**src/rtl/uart_rx_frame.sv**
```systemverilog
//==============================================================================
// uart_rx_frame : parametrised UART receiver, 3-sample majority vote per bit,
//                 reports parity error, framing error and line break.
// Revision      : 1.0
//==============================================================================
`default_nettype none

module uart_rx_frame #(
    parameter int CLKS_PER_BIT = 87,
    parameter int DATA_BITS    = 8,
    parameter int PARITY       = 0,
    parameter int STOP_BITS    = 1
) (
    input  logic                 i_Clock,
    input  logic                 i_Reset,
    input  logic                 i_Rx_Serial,
    output logic                 o_Rx_DV,
    output logic [DATA_BITS-1:0] o_Rx_Byte,
    output logic                 o_Parity_Err,
    output logic                 o_Frame_Err,
    output logic                 o_Break,
    output logic                 o_Rx_Busy
);

    localparam logic [10:0] c_LAST_CNT  = 11'(CLKS_PER_BIT - 1);
    localparam logic [10:0] c_HALF      = 11'((CLKS_PER_BIT - 1) / 2);
    localparam logic [10:0] c_SAMP0     = c_HALF - 11'd1;
    localparam logic [10:0] c_EVAL      = c_HALF + 11'd1;
    localparam logic [3:0]  c_LAST_BIT  = 4'(DATA_BITS - 1);
    localparam logic        c_LAST_STOP = 1'(STOP_BITS - 1);

    typedef enum logic [2:0] {
        S_IDLE,
        S_START,
        S_DATA,
        S_PARITY,
        S_STOP,
        S_WAIT_IDLE
    } state_t;

    state_t                 state_q, state_d;
    logic                   sync1_q, rx_s_q;
    logic [10:0]            cnt_q, cnt_d;
    logic [3:0]             bit_idx_q, bit_idx_d;
    logic                   stop_idx_q, stop_idx_d;
    logic [1:0]             samp_q, samp_d;
    logic [DATA_BITS-1:0]   data_q, data_d;
    logic                   par_q, par_d;
    logic                   ferr_q, ferr_d;
    logic                   dv_q, dv_d;
    logic [DATA_BITS-1:0]   byte_q, byte_d;
    logic                   perr_q, perr_d;
    logic                   frame_q, frame_d;
    logic                   brk_q, brk_d;

    logic                   w_maj;
    logic                   w_xor;
    logic                   w_par_err;
    logic                   w_frame_err;
    logic                   w_break;
    logic [10:0]            w_cnt_inc;

    // Third vote comes straight from the synchroniser at the evaluation count.
    assign w_maj       = (samp_q[0] & samp_q[1]) | (samp_q[0] & rx_s_q) | (samp_q[1] & rx_s_q);
    assign w_xor       = (^data_q) ^ par_q;
    assign w_par_err   = (PARITY == 1) ? ~w_xor : ((PARITY == 2) ? w_xor : 1'b0);
    assign w_frame_err = ferr_q | ~w_maj;
    assign w_break     = (data_q == '0) && !par_q && w_frame_err;
    assign w_cnt_inc   = (cnt_q == c_LAST_CNT) ? 11'd0 : cnt_q + 11'd1;

    always_ff @(posedge i_Clock or posedge i_Reset) begin
        if (i_Reset) begin
            sync1_q    <= 1'b1;
            rx_s_q     <= 1'b1;
            state_q    <= S_IDLE;
            cnt_q      <= '0;
            bit_idx_q  <= '0;
            stop_idx_q <= 1'b0;
            samp_q     <= '0;
            data_q     <= '0;
            par_q      <= 1'b0;
            ferr_q     <= 1'b0;
            dv_q       <= 1'b0;
            byte_q     <= '0;
            perr_q     <= 1'b0;
            frame_q    <= 1'b0;
            brk_q      <= 1'b0;
        end else begin
            sync1_q    <= i_Rx_Serial;
            rx_s_q     <= sync1_q;
            state_q    <= state_d;
            cnt_q      <= cnt_d;
            bit_idx_q  <= bit_idx_d;
            stop_idx_q <= stop_idx_d;
            samp_q     <= samp_d;
            data_q     <= data_d;
            par_q      <= par_d;
            ferr_q     <= ferr_d;
            dv_q       <= dv_d;
            byte_q     <= byte_d;
            perr_q     <= perr_d;
            frame_q    <= frame_d;
            brk_q      <= brk_d;
        end
    end

    always_comb begin
        state_d    = state_q;
        cnt_d      = cnt_q;
        bit_idx_d  = bit_idx_q;
        stop_idx_d = stop_idx_q;
        samp_d     = samp_q;
        data_d     = data_q;
        par_d      = par_q;
        ferr_d     = ferr_q;
        dv_d       = 1'b0;
        byte_d     = byte_q;
        perr_d     = perr_q;
        frame_d    = frame_q;
        brk_d      = brk_q;

        if (cnt_q == c_SAMP0) samp_d[0] = rx_s_q;
        if (cnt_q == c_HALF)  samp_d[1] = rx_s_q;

        case (state_q)
            S_IDLE: begin
                cnt_d = '0;
                if (!rx_s_q) begin
                    state_d    = S_START;
                    cnt_d      = 11'd1;
                    bit_idx_d  = '0;
                    stop_idx_d = 1'b0;
                    ferr_d     = 1'b0;
                end
            end
            S_START: begin
                cnt_d = w_cnt_inc;
                if (cnt_q == c_EVAL && w_maj) begin
                    state_d = S_IDLE;
                    cnt_d   = '0;
                end else if (cnt_q == c_LAST_CNT) begin
                    state_d   = S_DATA;
                    bit_idx_d = '0;
                end
            end
            S_DATA: begin
                cnt_d = w_cnt_inc;
                // LSB arrives first, so shifting right leaves it at bit 0.
                if (cnt_q == c_EVAL) data_d = {w_maj, data_q[DATA_BITS-1:1]};
                if (cnt_q == c_LAST_CNT) begin
                    if (bit_idx_q == c_LAST_BIT) begin
                        state_d    = (PARITY != 0) ? S_PARITY : S_STOP;
                        stop_idx_d = 1'b0;
                    end else begin
                        bit_idx_d = bit_idx_q + 4'd1;
                    end
                end
            end
            S_PARITY: begin
                cnt_d = w_cnt_inc;
                if (cnt_q == c_EVAL) par_d = w_maj;
                if (cnt_q == c_LAST_CNT) begin
                    state_d    = S_STOP;
                    stop_idx_d = 1'b0;
                end
            end
            S_STOP: begin
                cnt_d = w_cnt_inc;
                if (cnt_q == c_EVAL) begin
                    ferr_d = w_frame_err;
                    if (stop_idx_q == c_LAST_STOP) begin
                        dv_d    = 1'b1;
                        byte_d  = data_q;
                        perr_d  = w_par_err;
                        frame_d = w_frame_err;
                        brk_d   = w_break;
                        cnt_d   = '0;
                        state_d = w_frame_err ? S_WAIT_IDLE : S_IDLE;
                    end
                end else if (cnt_q == c_LAST_CNT) begin
                    stop_idx_d = 1'b1;
                end
            end
            S_WAIT_IDLE: begin
                cnt_d = '0;
                if (rx_s_q) state_d = S_IDLE;
            end
            default: begin
                state_d = S_IDLE;
                cnt_d   = '0;
            end
        endcase
    end

    assign o_Rx_DV      = dv_q;
    assign o_Rx_Byte    = byte_q;
    assign o_Parity_Err = perr_q;
    assign o_Frame_Err  = frame_q;
    assign o_Break      = brk_q;
    assign o_Rx_Busy    = (state_q != S_IDLE);

endmodule

`default_nettype wire
```
**config.mk**
```make
export PLATFORM = sky130hd
export DESIGN_NAME = uart_rx_frame
export DESIGN_NICKNAME = d
export VERILOG_FILES = /design/src/rtl/uart_rx_frame.sv
export SDC_FILE = /design/constraint.sdc
export NUM_CORES = 1
export LEC_CHECK = 0
export ABC_AREA = 1
export CAP_MARGIN = 20
export CORE_MARGIN = 2
export CORE_UTILIZATION = 52
export DETAILED_ROUTE_END_ITERATION = 8
export PLACE_DENSITY = 0.87
export SYNTH_ARGS = -nofsm -noshare
export SYNTH_HDL_FRONTEND = slang
export SYNTH_SLANG_ARGS = --single-unit
```
**constraint.sdc**
```tcl
create_clock -name i_Clock -period 1.5 [get_ports i_Clock]
set_input_delay 0.225 -clock i_Clock [delete_from_list [all_inputs] [get_ports i_Clock]]
set_output_delay 0.225 -clock i_Clock [all_outputs]
set_load 0.02 [all_outputs]
```
## After elaboration in Yosys (flattened, before gate mapping)

Index checks and enable logic that the tools add are counted.

- Flip-flop bits (word level): 44
- Input bits: 3
- Output and inout bits: 13
- Word-level logic and storage cells: 101

- Add/subtract/negate cells: 2
- Equal/unequal tests: 23
- Muxes and demuxes: 35
- Bitwise operators: 8
- Reductions and logical operators: 18

Operator list:

| cell | number |
|---|---|
| 2-to-1 mux 11 bit | 4 |
| case mux 11 bit (4 select lines) | 1 |
| == test 11 x 6 -> 1 bit, second input constant | 3 |
| 2-to-1 mux 3 bit | 10 |
| inequality test 2 bit, second input constant | 12 |
| 2-to-1 mux 4 bit | 5 |
| case mux 3 bit (6 select lines) | 1 |
| case mux 4 bit (3 select lines) | 1 |
| adder 11 x 1 -> 11 bit, second input constant | 1 |
| == test 11 x 7 -> 1 bit, second input constant | 1 |
| 2-to-1 mux 1 bit | 11 |
| logical NOT 8 bit | 1 |
| AND reduction 8 bit | 1 |
| AND reduction 7 bit | 1 |
| == test 3 x 2 -> 1 bit, second input constant | 2 |
| == test 3 bit, second input constant | 2 |
| AND reduction 3 bit | 2 |
| AND reduction 6 bit | 1 |
| nonzero test 3 bit | 2 |
| adder 4 x 1 -> 4 bit, second input constant | 1 |
| == test 4 x 3 -> 1 bit, second input constant | 1 |
| case mux 1 bit (4 select lines) | 1 |
| AND reduction 2 bit | 2 |
| nonzero test 4 bit | 1 |
| other kinds (11) | 18 |

## Depth between registers and ports, before layout

- Word-level depth: 9
- Gate-level depth with buffers: 11
- Depth with buffers taken out: 11

## Worst setup path before layout

Ideal clock, no wire load.

- Path kind: register -> register
- From: reg cnt_q[0]
- To: reg state_q[0]
- Setup time: 0.117 ns
- Data arrival time: 1.386 ns
- Path slack: -0.003 ns
- Stages on the path, launching flop included: 12
- Buffers on the path: 0
- Path through: dfrtp_1 -> inv_1 -> ha_1 -> inv_1 -> nor2_1 -> nand3_2 -> nand2_1 -> nand3_1 -> nor2_4 -> nand2_2 -> nand2_1 -> nand2_1

- Longest elaborated chain between the ends: 4

Ends and longest elaborated chain:

| item | RTL line | source |
|---|---|---|
| start: declaration | 43 | `logic [10:0] cnt_q, cnt_d;` |
| start signal: assignment | 92 | `cnt_q <= cnt_d;` |
| == test 11 x 6 -> 1 bit | 138, 169 |  |
| logical AND 1 bit | 138 | `if (cnt_q == c_EVAL && w_maj) begin` |
| inequality test 3 bit (no line) / 2-to-1 mux 3 bit (equally long branches) | - |  |
| AND reduction 8 bit (no line) / case mux 3 bit (6 select lines) (equally long branches) | - |  |
| end signal: assignment | 91 | `state_q <= state_d;` |
| end: declaration | 41 | `state_t state_q, state_d;` |

Parallel ways exist; a longest one is shown, timed or not.
A chain may end at the register's enable or synchronous reset.

## Worst setup path in the final report

- From: reg cnt_q[1]
- To: reg state_q[2]

Same word-level chain as after synthesis.

==> results.txt <==
----------------------------------------------------
[Synthesis]
  Synthesized-area fraction occupied by xor and xnor cells ... between 3 and 4%
  Number of flops mapped to enable cells by yosys ... 0
  Primary FF master, synth ... sky130_fd_sc_hd__dfrtp_1
  Most common cell in the netlist ... sky130_fd_sc_hd__nand2_1
  Number of distinct library cells after synthesis ... 32
  Number of warnings issued by yosys ... 0
  Seq/Total Area, Yosys ... roughly half
  Post-synthesis share of cell area spent on full adders, half adders and majority gates ... 2.22%
  Simple-Gate Fraction of Synth Area ... 28.6%
  Syn Nets ... ~280
  Synth Cell Area ... 2250 um2
  Combinational family with the most area after synthesis ... simple AND/OR/NAND/NOR gates
  Leading cell types by total area after synthesis ... sky130_fd_sc_hd__dfrtp_1 47%, sky130_fd_sc_hd__nand2_1 11%, sky130_fd_sc_hd__inv_1 5.3%, sky130_fd_sc_hd__nor2_1 4.7%, sky130_fd_sc_hd__nand3_1 3.8%
  Count of mapped cells out of synthesis ... roughly 270
  Area leader, netlist ... sky130_fd_sc_hd__dfrtp_1
  Top cell type's share of synthesized area ... between 40% and 50%
  Syn_area_per_cell ... 8.37 um2
  Proportion of synthesized area in mux cells ... 0%
  Leading post-synthesis cells by instance count ... 63 x sky130_fd_sc_hd__nand2_1, 42 x sky130_fd_sc_hd__dfrtp_1, 32 x sky130_fd_sc_hd__inv_1, 28 x sky130_fd_sc_hd__nor2_1, 17 x sky130_fd_sc_hd__nand3_1
  Fraction of registers with async set/reset ... 100%
  #FFs+latches synth ... 44
  Fraction of the mapped netlist area in compound gates ... between 8 and 9%

[CTS]
  TritonCTS sink count ... 44
  H-tree depth ... 2
  Cell chosen for the clock root ... sky130_fd_sc_hd__clkbuf_8
  Clock tree from TritonCTS ... done
  Number of buffers created by CTS ... 5
  Clock-pin slew on the worst setup and hold paths ... about 0.080 ns
  Clock latency of the later-clocked register in the worst-skew pair ... 0.30 ns
  Max Buffers Root-to-Sink ... 2

[Power]
  Clock share of power ... between 20% and 30%
  Switching part of the total power ... 38.6%
  Leak pwr ... ~1.5 nW
  Int Power ... ~2.4 mW
  Switching power summed over all nets ... 1.53 mW
  Proportion of power drawn by combinational gates ... 41.0%
  Peak VDD IR ... 904 uV
  Post-route total power ... between 3 and 4 mW
  PD cells ... 1340 nW/um2
  Sequential fraction of design power ... 36.1%

[Flow run]
  Number of max-cap violations ... 0

[Die]
  Initial Utilization ... 55.1%
  Area of the die ... 4870 um2
  Die height ... 69.8 um
  Number of top-level pins ... 16
  Die X-Extent ... approximately 70 um
  Core Footprint ... 4090 um2
  Number of standard-cell rows in the floorplan ... 23

[Timing]
  Worst clock skew ... 0.00503 ns
  Max-slew violation total from the final report ... 0
  Final min period ... 1.65 ns
  Final count of negative-setup-slack endpoints ... 36
  Max Fclk ... a little over 0.6 GHz
  RSZ-0062 raised after global routing ... yes
  Hold slack final ... 0.0727 ns
  Number of hold-slack violations in the final timing report ... 0
  Share of the clock period used by the worst path ... 110%
  Least setup slack across all paths after layout ... -0.146 ns

[Final layout]
  Fraction of final layout cells sized beyond drive strength 1 ... 34.2%
  Total number of nets in the final design ... 328
  Final std cell area, no fill ... 2960 um2
  Ant. Diodes ... 0
  Final-layout fill cell count ... approximately 300
  Area added between synthesis and finish ... 31.4%

[Routing]
  Number of iterations in the first detailed-routing pass ... 4
  Routed via count divided by cell count ... 5.17
  Detailed Route Iter0 Violations ... 127
  DRC violation count after routing ... 0
  Average detailed-routed wire length per instance ... about 13 um
  Post-Route WL ... 4930 um
  Antenna violation net count after detailed routing ... 0
  Number of vias in the routed layout ... just under 2k

[Critical path]
  Worst EP required ... 1.70 ns
  Element type at the critical path end ... flop
  Data arrival time of the worst path ... 1.85 ns
  CP Launch Type ... flop
  Kind of critical path ... reg -> reg
  Maximum net fanout on the critical path ... 4

[Global routing]
  Overall fraction of global-route tracks in use ... 20.0%
  Maximum number of pins on one net before global-route repair ... 29
  Global-route wire length before repair ... 7940 um
  Global route overflow ... 0
  Vias in the first global route ... between 1.5k and 2k
  Number of antenna violations at the first check in global routing ... 0

[Placed design]
  Port bufs ... 14
  Final RePlAce weighted congestion ... slightly below 0.9
  Worst slack at placement ... -0.0938 ns
  Detailed placer's ending HPWL ... 3160 um
  Cell area reported after detailed placement ... 2670 um2

[Status]
  Failing checks ... negative setup slack
  Outcome ... finished, violations left

[Min path]
  Class of the most critical hold timing path ... in -> async

----------------------------------------------------
==> final timing paths <==
kind	start	to	slack [ns]	cells past startpoint
hold reg to reg	sync1_q$_DFF_PP1_	rx_s_q$_DFF_PP1_	0.36	0
min in group i_Clock	i_Rx_Serial	sync1_q$_DFF_PP1_	0.32	1
setup / recovery	cnt_q[1]$_DFF_PP0_	state_q[2]$_DFFE_PP0P_	-0.15	11
hold / removal	i_Reset	o_Rx_DV$_DFF_PP0_	0.07	2
max in group asynchronous	i_Reset	state_q[2]$_DFFE_PP0P_	0.89	3
setup reg to reg	cnt_q[1]$_DFF_PP0_	state_q[2]$_DFFE_PP0P_	-0.15	11
==> power by group through the flow <==
stage          Clock, mW  Combinational, mW  Sequential [mW]
2_1_floorplan          0              0.857             1.42
3_3_place_gp           0               1.30             1.42
3_5_place_dp           0               1.34             1.43
4_1_cts            0.926               1.41             1.41
5_1_grt            0.982               1.79             1.45
6_report           0.909               1.63             1.43
==> kinds of logic after synthesis <==
logic type | after synthesis
DFF | 44
adders and majority gates | 4
AOI/OAI and AO/OA | 33
and+or+nand+nor | 135
other | 1
buffers and inverters | 44
xor gates and xnor gates | 8
==> layer usage <==
layer | vias to the layer above | GRT usage, % | part of all wire, %
li1 | 949 | - | -
met1 | 913 | 25.2 | 44
met2 | 47 | 34.0 | 49
met3 | 16 | 5.67 | 3.8
met4 | 0 | 5.34 | 2.5
met5 | - | 0 | 0
==> critical path, cell delays in order (launching register included) <==
cell and delay [ns]:
sky130_fd_sc_hd__dfrtp_2 0.45, sky130_fd_sc_hd__inv_2 0.09, sky130_fd_sc_hd__ha_4 0.14, sky130_fd_sc_hd__nand3_2 0.13, sky130_fd_sc_hd__inv_4 0.12, sky130_fd_sc_hd__nand3_2 0.11, sky130_fd_sc_hd__nand2_2 0.11, sky130_fd_sc_hd__inv_2 0.05
sky130_fd_sc_hd__nor2_4 0.15, sky130_fd_sc_hd__nand2_2 0.09, sky130_fd_sc_hd__nand2_1 0.06, sky130_fd_sc_hd__nand2_1 0.04
==> layout make-up <==
type	instances	area (um2)	area share (%)
Clock buffer	5	68.8	2.33
Multi-Input combinational cell	182	1100	37.1
Tap cell	50	62.6	2.12
Sequential cell	44	1110	37.4
Timing Repair Buffer	49	432	14.6
Inverter	39	149	5.03
Clock inverter	3	42.5	1.44
==> layout by cell type, fill, tap and decap left out, drive strengths merged, types with 4 or more instances in the layout <==
cell,instances
nand2,67
dfrtp,42
inv,38
buf,36
nor2,35
nand3,23
o21ai,23
dlymetal6s2s,8
a21oi,8
xor2,7
clkbuf,5
nand4,4
ha,4
==> flip-flops by register name, indices dropped and copies added (netlist names) <==
| signal | cells |
|---|---|
| rx_s_q | 1 |
| o_Rx_DV | 1 |
| o_Break | 1 |
| o_Rx_Byte | 8 |
| o_Frame_Err | 1 |
| sync1_q | 1 |
| bit_idx_q | 4 |
| stop_idx_q | 1 |
| samp_q | 2 |
| data_q | 8 |
| state_q | 3 |
| par_q | 1 |
| cnt_q | 11 |
| ferr_q | 1 |
==> metrics by stage <==
stage	instances	util, %	setup TNS [ns]
after floorplan	269	-	0
after global placement	359	65.2	-0.440
after detailed placement	359	65.2	-1.33
after global routing	372	72.4	-5.54
after CTS	368	68.8	-0.315
final	372	72.4	-2.62
==> repair_timing <==
item / CTS / global route
hold buffers: 0 / 0
endpoints found under the setup margin: 30 / 47
cloned: 0 / 1
setup buffers: 1 / 3
resized for setup: 15 / 37
pin swaps: 8 / 20
No activity file was read; power rests on OpenSTA's default activity.
